==> config.mk <==
export PLATFORM = sky130hd
export DESIGN_NAME = multdiv_ctrl
export DESIGN_NICKNAME = d
export VERILOG_FILES = /design/src/rtl/multdiv_pkg.sv /design/src/rtl/multdiv_counter.sv /design/src/rtl/multdiv_ctrl.sv
export SDC_FILE = /design/constraint.sdc
export NUM_CORES = 1
export LEC_CHECK = 0
export BUFFER_PORTS_ARGS = -buffer_cell sky130_fd_sc_hd__buf_4
export CORE_UTILIZATION = 55
export DETAILED_ROUTE_END_ITERATION = 8
export PLACE_DENSITY = 0.8
export SLEW_MARGIN = 10
export SYNTH_ARGS = -nofsm -noshare
export SYNTH_HDL_FRONTEND = slang
export SYNTH_HIERARCHICAL = 1
export SYNTH_SLANG_ARGS = --single-unit
==> constraint.sdc <==
create_clock -name clock -period 2.8 [get_ports clock]
set_input_delay 0.56 -clock clock [delete_from_list [all_inputs] [get_ports clock]]
set_output_delay 0.56 -clock clock [all_outputs]
set_load 0.01 [all_outputs]
==> src/rtl/multdiv_pkg.sv <==
// -----------------------------------------------------------------------------
// multdiv_pkg
// Shared constants, FSM state encoding and helpers for the multi-cycle signed
// multiply/divide controller.
// Ports: none (package).
// -----------------------------------------------------------------------------
package multdiv_pkg;

   localparam int unsigned WIDTH = 32;
   localparam int unsigned ITERS = 32;
   localparam logic [WIDTH-1:0] INT_MIN = 32'h8000_0000;

   typedef enum logic [2:0] {
      ST_IDLE = 3'd0,
      ST_MULT = 3'd1,
      ST_DIV  = 3'd2,
      ST_DFIX = 3'd3,
      ST_DONE = 3'd4
   } state_e;

   // Two's-complement magnitude by local invert-plus-one (INT_MIN maps to itself,
   // which is the correct unsigned magnitude 2^31).
   function automatic logic [WIDTH-1:0] magnitude(input logic [WIDTH-1:0] x);
      magnitude = x[WIDTH-1] ? (~x + WIDTH'(1)) : x;
   endfunction

endpackage

==> src/rtl/multdiv_counter.sv <==
// -----------------------------------------------------------------------------
// multdiv_counter
// Iteration counter for the multiply/divide sequencer.
// Ports:
//   clock        - rising-edge clock
//   reset        - synchronous active-low reset
//   clr_i        - synchronous clear to zero (priority over enable)
//   en_i         - count enable
//   last_iter_o  - registered flag, high while count == ITERS-1
// -----------------------------------------------------------------------------
module multdiv_counter #(
   parameter int unsigned CNT_W = 6
) (
   input  logic clock,
   input  logic reset,
   input  logic clr_i,
   input  logic en_i,
   output logic last_iter_o
);
   import multdiv_pkg::*;

   localparam logic [CNT_W-1:0] LAST = CNT_W'(ITERS - 1);

   logic [CNT_W-1:0] cnt_q, cnt_d;
   logic             last_q, last_d;

   // Next count and look-ahead of the terminal flag so it can be registered.
   always_comb begin : cnt_next
      cnt_d  = cnt_q;
      last_d = last_q;
      if (clr_i) begin
         cnt_d  = '0;
         last_d = (LAST == '0);
      end else if (en_i) begin
         cnt_d  = cnt_q + CNT_W'(1);
         last_d = (cnt_d == LAST);
      end
   end

   always_ff @(posedge clock) begin : cnt_reg
      if (!reset) begin
         cnt_q  <= '0;
         last_q <= 1'b0;
      end else begin
         cnt_q  <= cnt_d;
         last_q <= last_d;
      end
   end

   assign last_iter_o = last_q;

endmodule

==> src/rtl/multdiv_ctrl.sv <==
// -----------------------------------------------------------------------------
// multdiv_ctrl
// Multi-cycle signed multiply (radix-2 Booth) and divide (restoring, on
// magnitudes) controller. Drives a shared external 32-bit adder, one add per
// cycle, and reports a one-cycle result-ready pulse with an exception flag.
// Ports:
//   clock, reset            - clock and synchronous active-low reset
//   ctrl_MULT, ctrl_DIV     - start pulses (MULT wins when both high)
//   data_operandA/B         - multiplicand/dividend, multiplier/divisor
//   adder_a/b/cin           - external adder inputs (combinational from state)
//   adder_sum/cout          - external adder outputs
//   data_result             - product low word or quotient (held until next)
//   data_exception          - overflow / divide-by-zero, valid with RDY
//   data_resultRDY          - one-cycle pulse when data_result is final
// -----------------------------------------------------------------------------
module multdiv_ctrl #(
   parameter int unsigned WIDTH = multdiv_pkg::WIDTH,
   parameter int unsigned CNT_W = 6
) (
   input  logic             clock,
   input  logic             reset,
   input  logic             ctrl_MULT,
   input  logic             ctrl_DIV,
   input  logic [WIDTH-1:0] data_operandA,
   input  logic [WIDTH-1:0] data_operandB,
   output logic [WIDTH-1:0] adder_a,
   output logic [WIDTH-1:0] adder_b,
   output logic             adder_cin,
   input  logic [WIDTH-1:0] adder_sum,
   input  logic             adder_cout,
   output logic [WIDTH-1:0] data_result,
   output logic             data_exception,
   output logic             data_resultRDY
);
   import multdiv_pkg::*;

   state_e state_q, state_d;

   // hi/lo double as R/Q during divide; m holds M (multiply) or |B| (divide).
   logic [WIDTH-1:0] hi_q, hi_d;
   logic [WIDTH-1:0] lo_q, lo_d;
   logic [WIDTH-1:0] m_q, m_d;
   logic             q1_q, q1_d;
   logic             negq_q, negq_d;
   logic             is_div_q, is_div_d;
   logic             div_exc_q, div_exc_d;

   logic [WIDTH-1:0] result_q, result_d;
   logic             exc_q, exc_d;
   logic             rdy_q, rdy_d;

   logic             start_c;
   logic             div_zero_c;
   logic             last_iter_c;
   logic             cnt_en_c;
   logic             booth_sign_c;
   logic [WIDTH-1:0] r_shift_c;

   assign start_c    = ctrl_MULT | ctrl_DIV;
   assign div_zero_c = (data_operandB == '0);
   assign cnt_en_c   = (state_q == ST_MULT) || (state_q == ST_DIV);
   assign r_shift_c  = {hi_q[WIDTH-2:0], lo_q[WIDTH-1]};

   // True 33-bit sign of hi +/- M; keeps the arithmetic shift correct when the
   // 32-bit add overflows (e.g. 0 - INT_MIN).
   assign booth_sign_c = adder_a[WIDTH-1] ^ adder_b[WIDTH-1] ^ adder_cout;

   multdiv_counter #(
      .CNT_W (CNT_W)
   ) u_counter (
      .clock       (clock),
      .reset       (reset),
      .clr_i       (start_c),
      .en_i        (cnt_en_c),
      .last_iter_o (last_iter_c)
   );

   // FSM state register.
   always_ff @(posedge clock) begin : fsm_reg
      if (!reset) state_q <= ST_IDLE;
      else        state_q <= state_d;
   end

   // FSM next state; a start in any state overrides the sequence.
   always_comb begin : fsm_next
      state_d = state_q;
      case (state_q)
         ST_MULT: if (last_iter_c) state_d = ST_DONE;
         ST_DIV:  if (last_iter_c) state_d = ST_DFIX;
         ST_DFIX: state_d = ST_DONE;
         ST_DONE: state_d = ST_IDLE;
         default: state_d = ST_IDLE;
      endcase
      if (ctrl_MULT)     state_d = ST_MULT;
      else if (ctrl_DIV) state_d = div_zero_c ? ST_DONE : ST_DIV;
   end

   // FSM outputs: external adder operands, zero outside active states.
   always_comb begin : fsm_out
      adder_a   = '0;
      adder_b   = '0;
      adder_cin = 1'b0;
      case (state_q)
         ST_MULT: begin
            adder_a = hi_q;
            case ({lo_q[0], q1_q})
               2'b01: adder_b = m_q;
               2'b10: begin
                  adder_b   = ~m_q;
                  adder_cin = 1'b1;
               end
               default: adder_b = '0;
            endcase
         end
         ST_DIV: begin
            adder_a   = r_shift_c;
            adder_b   = ~m_q;
            adder_cin = 1'b1;
         end
         ST_DFIX: begin
            if (negq_q) begin
               adder_a   = ~lo_q;
               adder_cin = 1'b1;
            end
         end
         default: ;
      endcase
   end

   // Datapath next values: operand capture on start, one step per active cycle.
   always_comb begin : dp_next
      hi_d      = hi_q;
      lo_d      = lo_q;
      m_d       = m_q;
      q1_d      = q1_q;
      negq_d    = negq_q;
      is_div_d  = is_div_q;
      div_exc_d = div_exc_q;
      if (ctrl_MULT) begin
         hi_d      = '0;
         lo_d      = data_operandB;
         m_d       = data_operandA;
         q1_d      = 1'b0;
         negq_d    = 1'b0;
         is_div_d  = 1'b0;
         div_exc_d = 1'b0;
      end else if (ctrl_DIV) begin
         hi_d      = '0;
         lo_d      = div_zero_c ? '0 : magnitude(data_operandA);
         m_d       = magnitude(data_operandB);
         q1_d      = 1'b0;
         negq_d    = data_operandA[WIDTH-1] ^ data_operandB[WIDTH-1];
         is_div_d  = 1'b1;
         div_exc_d = div_zero_c ||
                     ((data_operandA == INT_MIN) && (data_operandB == '1));
      end else begin
         case (state_q)
            ST_MULT: begin
               hi_d = {booth_sign_c, adder_sum[WIDTH-1:1]};
               lo_d = {adder_sum[0], lo_q[WIDTH-1:1]};
               q1_d = lo_q[0];
            end
            ST_DIV: begin
               // Carry-out of R + ~|B| + 1 means R >= |B|: keep the difference.
               if (adder_cout) begin
                  hi_d = adder_sum;
                  lo_d = {lo_q[WIDTH-2:0], 1'b1};
               end else begin
                  hi_d = r_shift_c;
                  lo_d = {lo_q[WIDTH-2:0], 1'b0};
               end
            end
            ST_DFIX: if (negq_q) lo_d = adder_sum;
            default: ;
         endcase
      end
   end

   // Result handshake; an abort landing on DONE suppresses the pulse.
   always_comb begin : res_next
      rdy_d    = (state_q == ST_DONE) && !start_c;
      result_d = rdy_d ? lo_q : result_q;
      exc_d    = 1'b0;
      if (rdy_d) begin
         exc_d = is_div_q ? div_exc_q : (hi_q != {WIDTH{lo_q[WIDTH-1]}});
      end
   end

   always_ff @(posedge clock) begin : dp_reg
      if (!reset) begin
         hi_q      <= '0;
         lo_q      <= '0;
         m_q       <= '0;
         q1_q      <= 1'b0;
         negq_q    <= 1'b0;
         is_div_q  <= 1'b0;
         div_exc_q <= 1'b0;
         result_q  <= '0;
         exc_q     <= 1'b0;
         rdy_q     <= 1'b0;
      end else begin
         hi_q      <= hi_d;
         lo_q      <= lo_d;
         m_q       <= m_d;
         q1_q      <= q1_d;
         negq_q    <= negq_d;
         is_div_q  <= is_div_d;
         div_exc_q <= div_exc_d;
         result_q  <= result_d;
         exc_q     <= exc_d;
         rdy_q     <= rdy_d;
      end
   end

   assign data_result    = result_q;
   assign data_exception = exc_q;
   assign data_resultRDY = rdy_q;

endmodule

# [Yosys cells after proc, flatten, opt, wreduce, memory -nomap -nowiden]
# Index checks and enable logic that the tools add are counted.
[classes] add_sub_neg=3 n_eq_ne=15 muxes=26 bitwise_logic=9 n_reduce_logical=16
[op_table] operator="$mux 32" count=10
[op_table] operator="$pmux 32 s2" count=3
[op_table] operator="$pmux 32 s3" count=2
[op_table] operator="$not 32->32" count=4
[op_table] operator="$add 32x1->32 const B" count=2
[op_table] operator="$eq 32x32->1 const B" count=2
[op_table] operator="$logic_not 32->1" count=1
[op_table] operator="$ne 32x32->1" count=1
[op_table] operator="$mux 3" count=4
[op_table] operator="$pmux 3 s3" count=1
[op_table] operator="$ne 4x3->1 const B" count=2
[op_table] operator="$reduce_and 2->1" count=4
[op_table] operator="$add 6x1->6 const B" count=1
[op_table] operator="$eq 3x2->1 const B" count=2
[op_table] operator="$eq 6x5->1 const B" count=1
[op_table] operator="$ne 3x2->1 const B" count=2
[op_table] operator="$mux 1" count=5
[op_table] operator="$reduce_bool 5->1" count=1
[op_table] operator="$ne 4x4->1 const B" count=1
[op_table] operator="$reduce_bool 2->1" count=2
[op_table] operator="$reduce_or 2->1" count=2
[op_table] operator="$eq 3x1->1 const B" count=1
[op_table] operator="$eq 3x3->1 const B" count=1
[op_table] operator="$pmux 1 s3" count=1
[op_table] operator="9 further kinds" count=13
[word_totals] register_bits=144 input_bits=101 output_inout_bits=99 wordCells=83

# [Logic depth before layout (Yosys ltp)]
[logic_depth] depth_word=6 ltp_mapped=10 mapped_depth_nobuf=8

# [Hierarchy]
# Netlist, hierarchy kept.
[by_module_without_submodules] mod="multdiv_ctrl" instances=1 cells_per_inst=1211 area_each_um2=9243.9 seq_area_each_um2=2742.6
[by_module_without_submodules] mod="multdiv_counter" instances=1 cells_per_inst=45 area_each_um2=397.9 seq_area_each_um2=140.1

# [Least setup slack after synthesis]
# No wires, ideal clock.
[synth_path] path_kind="input-to-reg" startpoint="input port data_operandB[24]" endpoint="register lo_q[14]" setup_ps=116 arrival_time_ps=2475 slack_ps=209 cell_stages=8 path_buffers=2 path_cell_list="buf_2 > or4_4 > or4_4 > nor4_4 > or2b_1 > buf_6 > o21ai_1 > o211a_1"
[synth_via] elab_chain_cells=4
[synth_rtl] item="start: declaration" line="multdiv_ctrl.sv:25" text="input logic [WIDTH-1:0] data_operandB,"
[synth_rtl] item="$logic_not 32->1" line="multdiv_ctrl.sv:60" text="assign div_zero_c = (data_operandB == '0);"
[synth_rtl] item="$mux 32" line="multdiv_ctrl.sv:149" text="lo_d = div_zero_c ? '0 : magnitude(data_operandA);"
[synth_rtl] item="$mux 32" line="multdiv_ctrl.sv:147" text="end else if (ctrl_DIV) begin"
[synth_rtl] item="$mux 32" line="multdiv_ctrl.sv:139" text="if (ctrl_MULT) begin"
[synth_rtl] item="end signal: assignment" line="multdiv_ctrl.sv:203" text="lo_q <= lo_d;"
[synth_rtl] item="end: declaration" line="multdiv_ctrl.sv:41" text="logic [WIDTH-1:0] lo_q, lo_d;"
# No other way between the ends.
# A chain may end at the register's enable or synchronous reset.

# [Final worst setup path]
[layout_path] startpoint="register state_q[1]" endpoint="output port adder_a[21]"
[layout_via] elab_chain_cells=2
[layout_rtl] item="start: declaration" line="multdiv_ctrl.sv:37" text="state_e state_q, state_d;"
[layout_rtl] item="start signal: assignment" line="multdiv_ctrl.sv:81" text="else state_q <= state_d;"
[layout_rtl] item="$eq 3x2->1 or $eq 3x1->1 (tied branches)" line="multdiv_ctrl.sv:103" text="case (state_q)"
[layout_rtl] item="$pmux 32 s3 *" line="multdiv_ctrl.sv:103"
[layout_rtl] item="end: declaration" line="multdiv_ctrl.sv:26" text="output logic [WIDTH-1:0] adder_a,"
# Every way passes the cells marked *; elsewhere a longest branch is shown, timed or not.

==> flow_summary.toml <==
[synth]
synth_edf_count = 0
postSynth.asyncResetShare = 0
synth_ff_type = "sky130_fd_sc_hd__dfxtp_1"
syn-mean-instance-area_sq_um = 7.68
synthesis.area_sq_mm = 0.00964
synth.yosys.warnings = 6
postSynthRegisterBits = 144
netlist-cell-type-count = 73
postSynthCellCount = 1256
mappedNetlistNets = 1362
synth_sequential_area_ratio = 0.299

[power_and_ir_drop]
total_power_uw = 5690
power.density_cell_area_mw_per_mm2 = 472
ir_drop_mv = 0.482
leakage_uw = 0.00454

[worst_setup_path]
worstPathCellList = "buf_4 -> nand4b_1 -> buf_4 -> o21ai_0 -> buf_4"
crit_path_top_delay_cell = "sky130_fd_sc_hd__o21ai_0"
cp-start-kind = "flop"
critical_path.max_fanout = 33
critical_path_endpoint_category = "output port"
critPathRequiredTime_ns = 2.24
cpPeakStageDelay_ns = 0.48
worstReg2RegStart = "state_q[1]"
cp.buffers_inverters = 3
critical_path_class = "flop to output port"
crit_path_frequent_cell = "sky130_fd_sc_hd__buf_4"
cp_top_family = "buffers and inverters"
reg2reg_depth = 7
critical_path.startpoint = "state_q[1]"
cp.arrival_ns = 2.14
worstReg2RegEnd = "u_counter/cnt_q[3]"
reg2reg_setup_slack_ns = 0.45

[floorplan]
die_h_microns = 134
placement_rows = 48
initial_utilization = 0.559
die_x_microns = 134
num_io_pins = 200
placeableCoreArea_sq_mm = 0.0172
die_area_sq_mm = 0.0181

[sta]
finalHoldViolations = 0
final-max-slew-violation-count = 0
worst_clock_skew_ns = 0.0121
period_minus_slack_ns = 2.70
grt_setup_unrepaired = "false"
timing.fmax_ghz = 0.371
totalNegativeSetupSlack_ns = 0
relative_slew_slack = 0.321
tightestPinTransition_ns = 1.02
whs_ns = 0.388
post-route-period-util = 0.963
timing.final.setup_violations = 0

[flow_run]
drv.max_cap_violation_count = 0

[clock_tree]
ctsRootBufferMaster = "sky130_fd_sc_hd__clkbuf_16"
clk_lat_worst_skew_ns = 0.44
post_cts_hold_buffer_count = 0
cts_made_buffers = 17
cts-root-to-sink-buffers = 2
clk_transition_reported_paths_ns = 0.06
tritoncts_clock_tree = "yes"
cts_sinks = 144
htreeDepth = 4

[placement]
detailedPlacementHpwl_microns = 26100
place.gp.congestion = 0.977
dpl.cell_count = 1613
buffer_ports.inserted = 199

[detailed_routing]
m1WireLength_microns = 14500
routed_wl_microns = 36100
drt-wirelength-per-cell_microns = 21.9
via_count = 11000
top_layer_used = "met4"
detailedRoute.firstIterationViolations = 1290
number_of_design_rule_violations_left_after_detail_routing = 0
number_of_detailed_routing_iterations_run_before_antenna_repair = 6
wl_met3_microns = 3750
ant_nets = 0
route.met2.wl_microns = 16400
post_drt_via_cell_ratio = 6.68

[grt]
first_global_vias = 9996
overall_overflow_remaining_after_global_route = 0
grt_max_degree = 62
grt_first_pass_wirelength_microns = 55700
gr-usage-all-layers = 0.396
antenna_violations_before_repair = 0

[layout]
num_antenna_cells = 0
post_route_cells_drive_above_1_share = 0.223
area_growth_pct = 25.1
fin_util = 0.700
nets = 1516
final_common_cell = "sky130_fd_sc_hd__buf_4"
final_cell_count_without_fillers = 1648
final_cell_mix = "248 x sky130_fd_sc_hd__buf_4, 151 x sky130_fd_sc_hd__nand2_1, 142 x sky130_fd_sc_hd__dfxtp_1"

[hold_path]
worst_hold_startpoint = "data_operandA[10]"
hp-class = "input pin to flop"
hold_crit_endpoint = "m_q[10]"
worst_hold_path.num_cells = 3

[outcome]
run_status = "finished, final reports clean"
[worst register-to-register path: cells and delay by family, from the launching register on]
kind	cells	cell delay, ns
buffers and inverters	2	0.52
XOR/XNOR	1	0.17
AND/OR/NAND/NOR	4	1.10
flip-flops	1	0.43
[state kept, by name (all words and copies together), names as in the netlist]
signal                 cells
data_resultRDY             1
q1_q                       1
m_q                       32
state_q                    3
u_counter/cnt_q            6
data_result               32
negq_q                     1
div_exc_q                  1
u_counter/last_iter_o      1
data_exception             1
lo_q                      32
is_div_q                   1
hi_q                      32
[metal layers]
| metal | track usage | vias up |
|---|---|---|
| met4 | 0.184 | 0 |
| met1 | 0.523 | 5205 |
| met3 | 0.0741 | 120 |
| met2 | 0.622 | 718 |
| met5 | 0 | - |
| li1 | - | 4958 |
[cells in the mapped netlist (5+ instances only)]
library cell               count  share of area
sky130_fd_sc_hd__ha_1          5         0.0065
sky130_fd_sc_hd__o21ai_1      12         0.0062
sky130_fd_sc_hd__nand3_1      20          0.010
sky130_fd_sc_hd__a211oi_1     74          0.058
sky130_fd_sc_hd__inv_1        12         0.0047
sky130_fd_sc_hd__o21ai_0     127          0.066
sky130_fd_sc_hd__nand2b_1      5         0.0032
sky130_fd_sc_hd__nand4_1      16          0.010
sky130_fd_sc_hd__clkbuf_1     99          0.039
sky130_fd_sc_hd__nor2b_1      37          0.024
sky130_fd_sc_hd__o41ai_1      15          0.014
sky130_fd_sc_hd__a21oi_1      74          0.038
sky130_fd_sc_hd__o221ai_1     13          0.012
sky130_fd_sc_hd__a22oi_1      31          0.024
sky130_fd_sc_hd__nor2_1       77          0.030
sky130_fd_sc_hd__dfxtp_1     144           0.30
sky130_fd_sc_hd__o22ai_1       6         0.0039
sky130_fd_sc_hd__a31oi_1      12         0.0078
sky130_fd_sc_hd__xor2_1       45          0.041
sky130_fd_sc_hd__nor3_1       16         0.0083
sky130_fd_sc_hd__xnor2_1      24          0.022
sky130_fd_sc_hd__o211a_1      12          0.012
sky130_fd_sc_hd__nor4_1       11         0.0071
sky130_fd_sc_hd__buf_1        12         0.0047
sky130_fd_sc_hd__o31ai_1      16          0.012
sky130_fd_sc_hd__and3_1        5         0.0032
sky130_fd_sc_hd__a221oi_1     18          0.016
sky130_fd_sc_hd__nor3b_1      21          0.016
sky130_fd_sc_hd__mux2i_1      68          0.071
sky130_fd_sc_hd__or3_1         8         0.0052
sky130_fd_sc_hd__nand2_1     151          0.059
[report_power, final]
| group | switching, uW | internal, uW | total, uW | leakage [uW] |
|---|---|---|---|---|
| Sequential | 148 | 2140 | 2290 | 0.00118 |
| Combinational | 659 | 487 | 1150 | 0.00308 |
| Clock | 973 | 1280 | 2260 | 0.000285 |
[cell type report]
cell class                 count  area, sq um
fill                        1423         5170
clock buffer                  19          453
multi-input combinational    980         6300
tap                          225          282
clock inverter                13          126
inverter                      14         52.6
timing repair buffer         253         1970
sequential                   144         2890
[metrics by stage]
stage / area (sq um) / setup WS (ns)
floorplan: 9640 / 0.209
global route: 12100 / 0.0142
CTS: 12100 / 0.00650
global placement: 11400 / 0.0765
finish: 12100 / 0.103
detailed placement: 11400 / 0.0463
[worst max-delay path by stage]
stage | to | slack, ns | cells after the start
finish | adder_a[21] | 0.10 | 5
global route | adder_a[27] | 0.01 | 7
CTS | adder_b[17] | 0.006 | 5
detailed placement | state_q[1] | 0.05 | 6
global placement | lo_q[5] | 0.08 | 7
floorplan | lo_q[14] | 0.21 | 8
[timing repair]
action	in CTS	in global routing
gates resized for setup	5	4
setup buffers	1	0
cloned	2	0
pin swaps	2	0
endpoints found under the setup margin	33	19
[cells by family (layout without fill, tap and decap cells)]
logic type | after synthesis | count (layout) | share of synthesized area
AOI/OAI and AO/OA | 439 | 439 | 0.299
and+or+nand+nor | 397 | 398 | 0.206
DFF | 144 | 144 | 0.299
buffers and inverters | 133 | 299 | 0.0548
xor gates and xnor gates | 69 | 69 | 0.0627
muxes | 69 | 69 | 0.0718
adders and majority gates | 5 | 5 | 0.00649
Note: power is estimated with default switching activity, not from simulation.
